$ cat src/rtl/osched_packer.sv
// osched_packer
//   Write-side packer for the 192-bit row memory. Collects BEAT_W-bit result
//   beats, packs BEATS of them into one word (beat 0 in the most significant
//   slot), and writes each word to sequential addresses starting at BASE_ADDR.
//   A beat with in_last closes the word early; unfilled slots are zero.
//
//   Build option: OSCHED_ADDR_WRAP_EN
//     defined     - after the write at the top address, mem_addr wraps to
//                   BASE_ADDR and full stays 0.
//     not defined - after that write, full is set, mem_addr holds the top
//                   address and no beat is accepted until start or reset.
//
//   Ports
//     clock, reset      rising-edge clock, synchronous active-high reset
//     start             1-cycle restart: address back to BASE_ADDR, partial
//                       word and any pending write are dropped
//     in_valid/in_ready beat handshake (in_data, in_last)
//     mem_we/mem_ready  write handshake (mem_addr, mem_wdata)
//     full              address space exhausted (non-wrap build)
//     dbgState          FSM state, 0 = FILL, 1 = WRITE
//
//   Handshake rule (both interfaces): a transfer happens on a rising edge
//   where valid and ready are both high; the producer holds valid and its
//   payload stable until that edge. mem_ready while mem_we is low is ignored.
module osched_packer #(
  parameter int BEAT_W    = 48,
  parameter int BEATS     = 4,
  parameter int ADDR_W    = 8,
  parameter int BASE_ADDR = 0
) (
  input  logic                      clock,
  input  logic                      reset,
  input  logic                      start,
  input  logic                      in_valid,
  input  logic [BEAT_W-1:0]         in_data,
  input  logic                      in_last,
  output logic                      in_ready,
  output logic                      mem_we,
  output logic [ADDR_W-1:0]         mem_addr,
  output logic [BEAT_W*BEATS-1:0]   mem_wdata,
  input  logic                      mem_ready,
  output logic                      full,
  output logic                      dbgState
);

  localparam int WORD_W = BEAT_W * BEATS;
  localparam int CNT_W  = (BEATS > 1) ? $clog2(BEATS) : 1;
  localparam logic [ADDR_W-1:0] BASE     = ADDR_W'(BASE_ADDR);
  localparam logic [ADDR_W-1:0] MAX_ADDR = '1;
  localparam logic [CNT_W-1:0]  LAST_BEAT = CNT_W'(BEATS - 1);

  typedef enum logic {
    FILL  = 1'b0,
    WRITE = 1'b1
  } state_t;

  state_t              state;
  state_t              stateNext;
  logic [CNT_W-1:0]    beatCnt;
  logic [WORD_W-1:0]   asmReg;
  logic [WORD_W-1:0]   asmNext;
  logic                accept;
  logic                closeWord;
  logic                writeDone;

  assign in_ready  = (state == FILL) && !full && !start && !reset;
  assign accept    = in_valid && in_ready;
  assign closeWord = accept && (in_last || (beatCnt == LAST_BEAT));
  assign writeDone = (state == WRITE) && mem_ready;
  assign dbgState  = state;

  // Assembly word with the incoming beat dropped into slot beatCnt.
  always_comb begin
    asmNext = asmReg;
    for (int k = 0; k < BEATS; k++) begin
      if (beatCnt == CNT_W'(k)) begin
        asmNext[WORD_W-1-BEAT_W*k -: BEAT_W] = in_data;
      end
    end
  end

  always_comb begin
    stateNext = state;
    case (state)
      FILL:    if (closeWord) stateNext = WRITE;
      WRITE:   if (mem_ready) stateNext = FILL;
      default: stateNext = FILL;
    endcase
    if (start) stateNext = FILL;
  end

  always_ff @(posedge clock) begin
    if (reset) state <= FILL;
    else       state <= stateNext;
  end

  always_ff @(posedge clock) begin
    if (reset || start) begin
      beatCnt  <= '0;
      asmReg   <= '0;
      mem_we   <= 1'b0;
      mem_addr <= BASE;
      full     <= 1'b0;
      // start leaves the last written word on mem_wdata; only reset clears it.
      if (reset) mem_wdata <= '0;
    end else begin
      if (closeWord) begin
        mem_wdata <= asmNext;
        asmReg    <= '0;
        beatCnt   <= '0;
        mem_we    <= 1'b1;
      end else if (accept) begin
        asmReg  <= asmNext;
        beatCnt <= beatCnt + 1'b1;
      end
      if (writeDone) begin
        mem_we <= 1'b0;
        if (mem_addr == MAX_ADDR) begin
`ifdef OSCHED_ADDR_WRAP_EN
          mem_addr <= BASE;
`else
          full <= 1'b1;
`endif
        end else begin
          mem_addr <= mem_addr + 1'b1;
        end
      end
    end
  end

endmodule

$ cat config.mk
export PLATFORM = sky130hd
export DESIGN_NAME = osched_packer
export DESIGN_NICKNAME = d
export VERILOG_FILES = /design/src/rtl/osched_packer.sv
export SDC_FILE = /design/constraint.sdc
export NUM_CORES = 1
export LEC_CHECK = 0
export BUFFER_PORTS_ARGS = -buffer_cell sky130_fd_sc_hd__buf_2
export CAP_MARGIN = 10
export CORE_ASPECT_RATIO = 0.5
export CORE_MARGIN = 2
export CORE_UTILIZATION = 40
export CTS_BUF_LIST = sky130_fd_sc_hd__clkbuf_16
export CTS_CLUSTER_DIAMETER = 100
export DETAILED_ROUTE_END_ITERATION = 10
export PLACE_DENSITY = 0.59
export RECOVER_POWER = 25
export SETUP_SLACK_MARGIN = 0.4
export SLEW_MARGIN = 20
export SYNTH_ARGS = -nofsm -noshare
export SYNTH_HDL_FRONTEND = slang
export SYNTH_SLANG_ARGS = --single-unit
$ cat constraint.sdc
create_clock -name clock -period 11.8 [get_ports clock]
set_input_delay 2.36 -clock clock [delete_from_list [all_inputs] [get_ports clock]]
set_output_delay 2.36 -clock clock [all_outputs]
set_load 0.03 [all_outputs]
==> flow_summary.json <==
{
  "fmax_ghz": 0.149,
  "hold_depth": 1,
  "vias": 10100,
  "syn_nets": 1215,
  "clock_skew_ns": 0.0173,
  "max_stage_delay_ns": 2.40,
  "p_leak_nw": 6.43,
  "hpwlAfterDp_um": 22900,
  "regArea_sq_mm": 0.00987,
  "multi_input_area_sq_mm": 0.00494,
  "synthMuxAreaShare_pct": 12.7,
  "viasPerCell": 5.36,
  "status": "finished, violations left",
  "numCtsBuffers": 38,
  "hold_start": "asmReg[46]$_SDFFE_PP0P_",
  "max-clock-path-buffers": 3,
  "synth-seq-cells": 397,
  "synth_top_family_by_area": "multiplexers",
  "post_drt_wl_per_cell_um": 20.6,
  "setup_viol": 0,
  "rsz0062_at_grt": "false",
  "period_needed_ns": 6.72,
  "drc_errors": 0,
  "slew_headroom_pct": -121,
  "violations": "max-capacitance violations, max-slew violations",
  "path_max_fanout": 86,
  "period_share_pct": 56.9,
  "layout.nets": 1425,
  "clk_latency_ns": 0.53,
  "ios": 258,
  "grt_pass1_vias": 10300,
  "path_cells": "clkbuf_1 -> or2_0 -> buf_4 -> buf_4 -> nor2_1",
  "drtAntennaViolNets": 0,
  "grt_usage_pct": 19.3,
  "clk_pin_slew_worst_paths_ns": 0.06,
  "synthCells": 1156,
  "hold_viol_final": 0,
  "ir_worst_vdd_mv": 0.0777,
  "std_cell_rows": 50,
  "final-max-slew-violation-count": 57,
  "die_x_um": 280,
  "die_height_um": 142,
  "tritoncts": "yes",
  "crit_arrival_ns": 6.96,
  "pre_cts_slack_ns": 6.03,
  "tns_ns": 0,
  "drive_gt1_share_pct": 13.9,
  "first_pass_iters": 5,
  "coreArea_sq_mm": 0.0374,
  "syn_avg_cell_area_sq_um": 13.1,
  "crit_path_start_kind": "primary input",
  "yosysWarnings": 0,
  "crit_required_ns": 12.04,
  "hold_class": "flop to flop",
  "worst_pin_slew_ns": 3.31,
  "io_buffers": 257,
  "cts_hold_buf": 0,
  "crit_slowest_cell": "or2_0",
  "overflow": 0,
  "syn2layout_area_growth_pct": 17.7,
  "post-cts-setup-buffers": 0,
  "antenna_found_initial": 1,
  "finalWirelength_um": 38900,
  "yosysSeqAreaShare_pct": 65.0,
  "r2r_start": "beatCnt[0]$_SDFFE_PP0P_",
  "synthAdderAreaFrac_pct": 0.412,
  "end_kind": "flop",
  "synth_compound_area_share_pct": 10.1,
  "drv_cap": 1,
  "yosys.area_share.simple_pct": 8.61,
  "cts_sinks": 397,
  "grt_max_degree": 87,
  "power_density_mw_per_mm2": 161,
  "r2r_cells": 6,
  "hold_path_end": "asmReg[46]$_SDFFE_PP0P_",
  "fillers": 3412,
  "crit_type": "primary input to flop",
  "drtIter0Drc": 633,
  "synth_xor_area_share_pct": 0.115,
  "grt_pass1_wl_um": 59800,
  "routabilityCongestion": 0.765,
  "post_cts_resized": 0,
  "final_common_cell": "nor2_1",
  "p_total_mw": 2.87,
  "fin_hold_ws_ns": 0.458,
  "start_util_pct": 40.6,
  "die_area_sq_mm": 0.0396,
  "cp_common_cell": "buf_4",
  "regToRegSetupSlack_ns": 7.77,
  "ys_types": 41,
  "syn_area_sq_mm": 0.0152,
  "setup_ws_ns": 5.08,
  "root_buffer": "clkbuf_16",
  "r2r-end": "mem_wdata[37]$_SDFFCE_PP0P_",
  "layout_common_cells": "207 x nor2_1, 205 x dfxtp_1, 192 x mux2i_1, 192 x edfxtp_1, 145 x clkbuf_1",
  "htree_num_levels": 2
}
[routing by layer]
| layer | GRT usage [%] | vias up | share of wire (%) |
|---|---|---|---|
| met5 | 0 | - | 0 |
| met4 | 5.46 | 0 | 2.0 |
| met3 | 3.46 | 56 | 4.6 |
| met2 | 34.5 | 220 | 51 |
| met1 | 23.9 | 5137 | 42 |
| li1 | - | 4721 | - |
[power by group]
group	total [mW]	switching (mW)	internal, mW	leakage, nW
Clock	1.18	0.513	0.670	0.628
Combinational	0.196	0.159	0.0377	2.16
Sequential	1.49	0.0137	1.48	3.64
[state kept, by name (all words and copies together), names as in the netlist]
name / cells
asmReg: 192
mem_wdata: 192
mem_addr: 8
beatCnt: 2
dbgState: 1
full: 1
mem_we: 1
[synth_stat cells]
library cell	count	area, sq um
or4_2	1	8.76
o21ai_2	1	8.76
or2_2	2	12.5
a311oi_1	1	8.76
buf_1	7	26.3
o31ai_1	1	7.51
buf_2	18	90.1
dfxtp_1	205	4100
nand2b_1	1	6.26
and3_1	3	18.8
or2_0	1	6.26
a21oi_1	10	50.1
and4_1	2	17.5
nor4_4	1	21.3
nor3b_1	1	7.51
inv_1	4	15.0
nand4_1	2	12.5
xor2_1	2	17.5
nor2_1	208	781
or2b_1	1	7.51
and2_2	1	7.51
nand3_1	4	20.0
and4_2	1	10.0
o21ai_0	5	25.0
o211ai_1	3	22.5
or3_2	1	7.51
edfxtp_1	192	5770
ha_1	5	62.6
nor4_1	1	6.26
clkbuf_2	1	5.00
nor2b_1	1	6.26
a22oi_1	9	67.6
mux2i_1	192	1920
nor3_1	1	5.00
and2_0	1	6.26
and2_1	50	313
buf_6	6	67.6
buf_4	3	22.5
clkbuf_1	65	244
a32o_1	135	1350
nand2_1	7	26.3
[logic make-up (layout without fill, tap and decap cells)]
family	Yosys count	count (layout)
XOR/XNOR	2	2
flip-flops	397	397
adder cells (fa/ha/maj)	5	5
other	0	2
buffers and inverters	104	343
multiplexers	192	192
AND/OR/NAND/NOR	291	291
AO/OA/AOI/OAI	165	165
[final cells by class]
cell class,instances,area share (%)
repair buffers,270,6.84
diodes,2,0.0280
flip-flops and latches,397,55.2
well taps,494,3.46
clock inverters,28,0.973
inverters,4,0.0840
clock buffers,41,5.74
multi-input cells,655,27.7
[critical path: cells and delay by family]
family	cells	cell delay [ns]
AND/OR/NAND/NOR	2	2.54
buffers and inverters	3	2.01
[worst max-delay path by stage]
| stage | start | to | slack, ns | cells past startpoint |
|---|---|---|---|---|
| final | reset | mem_wdata[126]$_SDFFCE_PP0P_ | 5.08 | 5 |
| after global routing | reset | mem_wdata[168]$_SDFFCE_PP0P_ | 4.50 | 5 |
| after CTS | reset | in_ready | 6.25 | 3 |
| after detailed placement | reset | mem_wdata[148]$_SDFFCE_PP0P_ | 6.03 | 6 |
| after global placement | reset | mem_wdata[182]$_SDFFCE_PP0P_ | 6.19 | 6 |
| after floorplan | reset | mem_wdata[0]$_SDFFCE_PP0P_ | 3.51 | 5 |
[stage by stage]
| step | cells | cell area (sq um) | util, % |
|---|---|---|---|
| finish | 1891 | 17900 | 47.8 |
| global route | 1889 | 17900 | 47.8 |
| CTS | 1888 | 18000 | 48.2 |
| detailed placement | 1819 | 16800 | 45.0 |
| global placement | 1819 | 16800 | 45.0 |
| floorplan | 1156 | 15200 | - |
No activity file was read; power rests on OpenSTA's default activity.
